`config.mk`:
```
export PLATFORM = sky130hd
export DESIGN_NAME = axi_wr_arbiter
export DESIGN_NICKNAME = d
export VERILOG_FILES = /design/src/rtl/axi_ic_pkg.sv /design/src/rtl/rr_arbiter2.sv /design/src/rtl/axi_wr_arbiter.sv
export SDC_FILE = /design/constraint.sdc
export NUM_CORES = 1
export LEC_CHECK = 0
export ABC_AREA = 1
export CORE_MARGIN = 5
export CORE_UTILIZATION = 23
export DETAILED_ROUTE_END_ITERATION = 8
export GPL_TIMING_DRIVEN = 1
export PLACE_DENSITY = 0.75
export SETUP_SLACK_MARGIN = 0.02
export SYNTH_ARGS = -nofsm -noshare
export SYNTH_HDL_FRONTEND = slang
export SYNTH_SLANG_ARGS = --single-unit
```
`constraint.sdc`:
```
create_clock -name clk -period 1.23 [get_ports clk]
set_input_delay 0.246 -clock clk [delete_from_list [all_inputs] [get_ports clk]]
set_output_delay 0.246 -clock clk [all_outputs]
set_load 0.1 [all_outputs]
```
`src/rtl/axi_ic_pkg.sv`:
```
// Shared definitions for the 2-master/2-slave AXI interconnect:
// write/read arbiter state encoding, default bus width and the
// slave address boundary used by the address decoder.
package axi_ic_pkg;

    localparam logic [1:0] ST_IDLE = 2'd0;
    localparam logic [1:0] ST_ADDR = 2'd1;
    localparam logic [1:0] ST_RESP = 2'd2;

    localparam int DEF_ADDR_WIDTH = 32;

    // Addresses below this go to slave 1, at or above go to slave 2.
    localparam logic [31:0] S1_WIDTH = 32'h0000_0200;

endpackage

```
`src/rtl/rr_arbiter2.sv`:
```
// Combinational two-requester round-robin arbiter.
// i_ptr selects which master is favoured when both request:
// 0 = master 0 wins a tie, 1 = master 1 wins a tie.
// Shared by the write- and read-channel arbiters.
module rr_arbiter2
    import axi_ic_pkg::*;
(
    input  logic [1:0] i_req,
    input  logic       i_ptr,
    output logic [1:0] o_gnt
);

    // One-hot winner from the request vector and tie-break pointer
    always_comb begin
        o_gnt = 2'b00;
        case (i_req)
            2'b01:   o_gnt = 2'b01;
            2'b10:   o_gnt = 2'b10;
            2'b11:   o_gnt = i_ptr ? 2'b10 : 2'b01;
            default: o_gnt = 2'b00;
        endcase
    end

endmodule

```
`src/rtl/axi_wr_arbiter.sv`:
```
// Two-master AXI write-channel arbiter. Grants one master's AW request,
// forwards it to the decoder path and holds the grant until the matching
// B handshake completes.
// Optional watchdog: define AXI_WR_ARB_WDT_EN to abort a transaction that
// stays in ADDR/RESP for WDT_CYCLES cycles (wdt_err pulses once).
//
// state | meaning
// IDLE  | no owner, arbitrate pending requests
// ADDR  | owner's AW forwarded to the slave path
// RESP  | waiting for B handshake with owner
module axi_wr_arbiter
    import axi_ic_pkg::*;
#(
    parameter int ADDR_WIDTH = DEF_ADDR_WIDTH,
    parameter int WDT_CYCLES = 256,
    parameter int WDT_CNT_W  = 9
)
(
    input  logic                  clk,
    input  logic                  rst,
    input  logic [ADDR_WIDTH-1:0] m0_awaddr,
    input  logic                  m0_awvalid,
    output logic                  m0_awready,
    output logic                  m0_bvalid,
    input  logic                  m0_bready,
    input  logic [ADDR_WIDTH-1:0] m1_awaddr,
    input  logic                  m1_awvalid,
    output logic                  m1_awready,
    output logic                  m1_bvalid,
    input  logic                  m1_bready,
    output logic [ADDR_WIDTH-1:0] s_awaddr,
    output logic                  s_awvalid,
    input  logic                  s_awready,
    input  logic                  s_bvalid,
    output logic                  s_bready,
    output logic [1:0]            grant,
    output logic                  busy,
    output logic                  wdt_err
);

    if (WDT_CYCLES < 1 || WDT_CYCLES >= (1 << WDT_CNT_W)) begin : g_bad_wdt_cfg
        $error("axi_wr_arbiter: WDT_CNT_W too narrow for WDT_CYCLES");
    end

    logic [1:0] r_state;
    logic [1:0] r_grant;
    logic       r_ptr;
    logic [1:0] w_win;
    logic       w_b_done;
    logic       w_wdt_expire;
    logic       w_release;

    rr_arbiter2 u_rr (
        .i_req (({m1_awvalid, m0_awvalid})),
        .i_ptr (r_ptr),
        .o_gnt (w_win)
    );

    assign w_b_done  = (r_state == ST_RESP) && s_bvalid && s_bready;
    assign w_release = w_b_done || w_wdt_expire;

`ifdef AXI_WR_ARB_WDT_EN
    logic [WDT_CNT_W-1:0] r_wdt_cnt;
    logic                 r_wdt_err;

    assign w_wdt_expire = (r_state != ST_IDLE) &&
                          (r_wdt_cnt == WDT_CNT_W'(WDT_CYCLES - 1));
    assign wdt_err      = r_wdt_err;

    // Watchdog: held at zero in IDLE, counts every ADDR/RESP cycle;
    // a real B handshake on the expiry cycle wins and suppresses the error.
    always_ff @(posedge clk) begin
        if (rst) begin
            r_wdt_cnt <= '0;
            r_wdt_err <= 1'b0;
        end else begin
            r_wdt_err <= w_wdt_expire && !w_b_done;
            if (r_state == ST_IDLE) begin
                r_wdt_cnt <= '0;
            end else begin
                r_wdt_cnt <= r_wdt_cnt + 1'b1;
            end
        end
    end
`else
    assign w_wdt_expire = 1'b0;
    assign wdt_err      = 1'b0;
`endif

    // Arbitration FSM: grant captured in IDLE, released after B or watchdog
    always_ff @(posedge clk) begin
        if (rst) begin
            r_state <= ST_IDLE;
            r_grant <= 2'b00;
            r_ptr   <= 1'b0;
        end else begin
            case (r_state)
                ST_IDLE: begin
                    if (m0_awvalid || m1_awvalid) begin
                        r_grant <= w_win;
                        r_state <= ST_ADDR;
                    end
                end
                ST_ADDR: begin
                    if (w_release) begin
                        r_ptr   <= r_grant[0];
                        r_grant <= 2'b00;
                        r_state <= ST_IDLE;
                    end else if (s_awvalid && s_awready) begin
                        r_state <= ST_RESP;
                    end
                end
                ST_RESP: begin
                    if (w_release) begin
                        r_ptr   <= r_grant[0];
                        r_grant <= 2'b00;
                        r_state <= ST_IDLE;
                    end
                end
                default: begin
                    r_grant <= 2'b00;
                    r_state <= ST_IDLE;
                end
            endcase
        end
    end

    // Channel steering: only the owner sees ready/response, everything 0 in IDLE
    always_comb begin
        s_awaddr   = '0;
        s_awvalid  = 1'b0;
        s_bready   = 1'b0;
        m0_awready = 1'b0;
        m1_awready = 1'b0;
        m0_bvalid  = 1'b0;
        m1_bvalid  = 1'b0;
        if (r_grant[0]) begin
            s_awaddr = m0_awaddr;
        end else if (r_grant[1]) begin
            s_awaddr = m1_awaddr;
        end
        if (r_state == ST_ADDR) begin
            s_awvalid  = (r_grant[0] && m0_awvalid) || (r_grant[1] && m1_awvalid);
            m0_awready = r_grant[0] && s_awready;
            m1_awready = r_grant[1] && s_awready;
        end
        if (r_state == ST_RESP) begin
            s_bready  = (r_grant[0] && m0_bready) || (r_grant[1] && m1_bready);
            m0_bvalid = r_grant[0] && s_bvalid;
            m1_bvalid = r_grant[1] && s_bvalid;
        end
    end

    assign grant = r_grant;
    assign busy  = (r_state != ST_IDLE);

endmodule

```
==> impl_results.md, run 1 <==
- Stop err: [ERROR DPL-0033] detailed placement checks failed during check placement.
- Outcome: did not finish
- Die X-Extent: between 70 and 80 um
- Syn Inst Count: approximately 170
- H-tree depth: 1
- Placement Rows: 22
- DP HPWL: 4.71 mm
- Share of the synthesized area in the top cell type: 33.3%
- IO buf count: between 100 and 150
- Unique masters post-synth: 21
- CTS root buf: clkbuf_8
- Post-cts resize count: 77
- Post-CTS Hold Buffers: 0
- Num CTS Buffers: 3
- Bufs on Longest Clock Path: 2
- Area leader, netlist: nand2_1
- Async S/R FF share, synth: 0%
- Post-Synthesis Net Count: 250
- Chip height: 72.2 um
- Initial Utilization: a little under a quarter
- Syn avg cell area: 5.12 um^2
- Main area contributors after synthesis: nand2_1 (33%), nand3_1 (20%), dfxtp_1 (11%)
- Cell area after synthesis: 891 um^2
- Most common cell in the synthesized netlist: nand2_1
- Synth cell count leaders: nand2_1 (79), nand3_1 (36), inv_1 (12)
- Number of synthesis warnings: 0
- Final GP Congestion: just under 0.9
- Placed inst area: 3210 um^2
- Ys flop type: dfxtp_1
- EDFF count, synth: 0
- IO Pins: 114
- Stop stage: 4_1_cts
- Clk sink count: 5
- Number of synthesized register bits: 5
- Register area share after synthesis: 11.2%
- Post-CTS Setup Inserts: 7
## stage by stage
| step | hold slack (ps) | cells | utilization [%] | setup slack, ps | TNS [ps] |
|---|---|---|---|---|---|
| after floorplan | 305 | 174 | - | -533 | -14350 |
| after global placement | 450 | 336 | 86.5 | -245 | -6960 |
| after detailed placement | 462 | 336 | 86.5 | -261 | -8010 |
## cell families after synthesis
logic type | after synthesis | synth area share (%)
other cells | 1 | 0.421
compound gates | 7 | 5.06
buf+inv | 26 | 13.5
fa+ha+maj | 4 | 5.62
simple gates | 131 | 64.2
flops | 5 | 11.2
==> run 2: changes to the inputs <==
--- a/config.mk
+++ b/config.mk
@@ -6,12 +6,11 @@
 export NUM_CORES = 1
 export LEC_CHECK = 0
 export ABC_AREA = 1
-export CORE_MARGIN = 5
-export CORE_UTILIZATION = 23
+export CORE_AREA = 5 5 66 68
 export DETAILED_ROUTE_END_ITERATION = 8
+export DIE_AREA = 0 0 71 73
 export GPL_TIMING_DRIVEN = 1
-export PLACE_DENSITY = 0.75
-export SETUP_SLACK_MARGIN = 0.02
+export PLACE_DENSITY_LB_ADDON = 0.15
 export SYNTH_ARGS = -nofsm -noshare
 export SYNTH_HDL_FRONTEND = slang
 export SYNTH_SLANG_ARGS = --single-unit
==> constraint.sdc (replaced) <==
create_clock -name clk -period 1.6 [get_ports clk]
set_input_delay 0.32 -clock clk [delete_from_list [all_inputs] [get_ports clk]]
set_output_delay 0.32 -clock clk [all_outputs]
set_load 0.1 [all_outputs]
==> impl_results.md, run 2 <==
- Outcome: completed
- Worst reg2reg setup slack: ~280 ps
- Syn Inst Count: 174
- Endpoints failing setup: 0
- Most common cell in the synthesized netlist: nand2_1
- Worst setup margin: between 20 and 25 ps
- Switch share: just over 60%
- Bufs on Longest Clock Path: 2
- Combinational fraction of design power: 92.2%
- Share of the synthesized area in the top cell type: 33.3%
- Fillcell total: approximately 240
- Ant. Diodes: 0
- Ys flop type: dfxtp_1
- CP arrival: 1260 ps
- Mux cell area share after synthesis: 0%
- GRT Resource Usage Total: 18.1%
- Worst Hold Depth: 2
- First-pass GRT wire length: 7.69 mm
- Simple-gate area share of the yosys netlist: 64.2%
- Kind of critical path: reg2out
- Reg2reg path depth: 9
- Initial Utilization: 23.5%
- CTS root buf: clkbuf_8
- DP HPWL: 4.10 mm
- Pre-CTS setup slack: -63.2 ps
- Peak supply drop: 1.30 mV
- Clk sink count: 5
- Max frequency: approximately 630 MHz
- Initial DRC count: 63
- Clock share of power: between 3 and 4%
- Pwr/cell area: 1910 nW/um^2
- Sequential share of power: under 10%
- Share of layout cells above drive strength 1: 40.5%
- Main area contributors after synthesis: nand2_1 (33%), nand3_1 (20%), dfxtp_1 (11%)
- Worst-Skew Late Latency: 220 ps
- Max-cap viol count: 0
- Reg2Reg Capture Point: grant[1]
- Storage element area: 110 um^2
- Async S/R FF share, synth: 0%
- CP max FO: 15
- Crit path buf inv count: 2
- RSZ-0062 raised after global routing: yes
- P_sw: about 3.7 mW
- Vias/cell: 4.72
- Register area share after synthesis: 11.2%
- Worst Hold Class: reg2reg
- Int Power: ~2.4 mW
- Initial antenna violation count: 0
- Clock period minus worst slack: 1580 ps
- Syn avg cell area: 5.12 um^2
- Post-synthesis adder-cell area fraction: 5.62%
- Final ANT Viol Nets: 0
- Delay of the slowest cell on the worst path: roughly 350 ps
- Slew Limit Fails: 0
- Compound-Gate Fraction of Synth Area: 5.06%
- Area leader, netlist: nand2_1
- Cell Chain, Critical Path: buf_4, nand3_1, nand2_8, buf_12
- GRT Residual Overflow: 0
- Number of synthesis warnings: 0
- DIE AREA: 5180 um^2
- Area of the core: 3800 um^2
- EDFF count, synth: 0
- Fin crit share: 98.4%
- Commonest cells after routing, fill and taps aside: clkdlybuf4s50_1 (69), nand2_1 (45), buf_12 (42), nand3_1 (35), nand2_8 (30)
- CP required: roughly 1300 ps
- Placement Rows: 23
- Hold WS: between 400 and 500 ps
- Multi-input gate area: 1260 um^2
- Final Hold Fails: 0
- CTS tree: done
- Final GP Congestion: 0.775
- Post-Synthesis Net Count: between 200 and 300
- Hold path startpoint: r_ptr
- Reg2reg start: r_state[0]
- Clk slew on worst S/H paths: 40 ps
- Die X-Extent: 71 um
- Area grow syn2layout: 258%
- Hold path endpoint: r_ptr
- Largest net degree at the start of global routing: 35
- Unique masters post-synth: 21
- Synth cell count leaders: nand2_1 (79), nand3_1 (36), inv_1 (12)
- Chip height: between 70 and 80 um
- IO buf count: 112
- Synth Area in XOR/XNOR: 0%
- Num CTS Buffers: 3
- Cell area after synthesis: approximately 890 um^2
- Number of synthesized register bits: 5
- First-pass DRT Iterations: 4
- Critical Path End Type: output pin
- Slowest cell on crit path: dfxtp_4
- Final WL: between 4 and 5 mm
- Largest family of logic cells by synthesized area: simple AND/OR/NAND/NOR gates
- Critical path startpoint category: register
- Nets: 366
- DRC: 0
- Wire per inst: around 14 um
- LEAKAGE: 1.30 nW
- Vias post-DR: 1600
- H-tree depth: 1
- Commonest non-fill, non-tap cell in the layout: clkdlybuf4s50_1
- Max Clock Skew: ~0.56 ps
- Top delay family on crit path: buffers and inverters
- IO Pins: 114
- Number of global-route vias before repair: 1626
run 2: final cells by class:
cell class	instances	share of cell area, %
flip-flops and latches	5	3.45
inverters	14	2.35
repair buffers	123	51.4
well taps	50	1.96
clock buffers	4	1.41
multi-input cells	143	39.5
run 2: what timing repair did:
item,in CTS,in global routing
hold buffers,0,0
pin swaps,2,2
resized for setup,15,5
endpoints found under the setup margin,36,31
buffers inserted,2,1
run 2: worst max path at each step:
stage | start | to | slack [ps] | cells past startpoint
2_1_floorplan | grant[0] | m0_awready | -240 | 3
3_3_place_gp | s_awready | m0_awready | -30 | 4
3_5_place_dp | s_awready | m0_awready | -60 | 4
4_1_cts | r_state[1] | m0_awready | -4 | 5
5_1_grt | grant[1] | s_awaddr[9] | -30 | 4
6_report | grant[1] | s_awaddr[11] | 20 | 4
run 2: worst min-delay path, cell delays in order, from the launching register on:
cell	delay, ps
dfxtp_1	300
nand2_1	60
a21oi_1	50
run 2: power groups by stage:
| stage | combinational [mW] | sequential (mW) | clock [mW] |
|---|---|---|---|
| after floorplan | 3.62 | 0.317 | 0 |
| after global placement | 5.47 | 0.210 | 0 |
| after detailed placement | 5.53 | 0.212 | 0 |
| after CTS | 5.64 | 0.235 | 0.238 |
| after global routing | 5.84 | 0.250 | 0.252 |
| final | 5.63 | 0.243 | 0.232 |
run 2: layer usage:
layer,GRT usage [%],routed length [um]
met2,34.0,2520
met4,5.22,92
met3,4.55,467
met1,20.2,1690
met5,0,0
run 2: per-stage QoR:
stage	total power, mW	std cells	TNS, ps	area [um^2]	utilization, %
detailed placement	5.74	332	-105	3060	80.6
finish	6.11	339	0	3190	84.0
global placement	5.68	332	-54.1	3060	80.6
CTS	6.11	338	-3.57	3170	83.4
global route	6.35	339	-407	3190	84.0
floorplan	3.94	174	-3220	1470	-
run 2: kinds of logic after synthesis:
| family | count (synthesis) |
|---|---|
| AND/OR/NAND/NOR | 131 |
| buffers and inverters | 26 |
| AO/OA/AOI/OAI | 7 |
| flip-flops | 5 |
| adder cells (fa/ha/maj) | 4 |
| other | 1 |
Note: power is estimated with default switching activity, not from simulation.
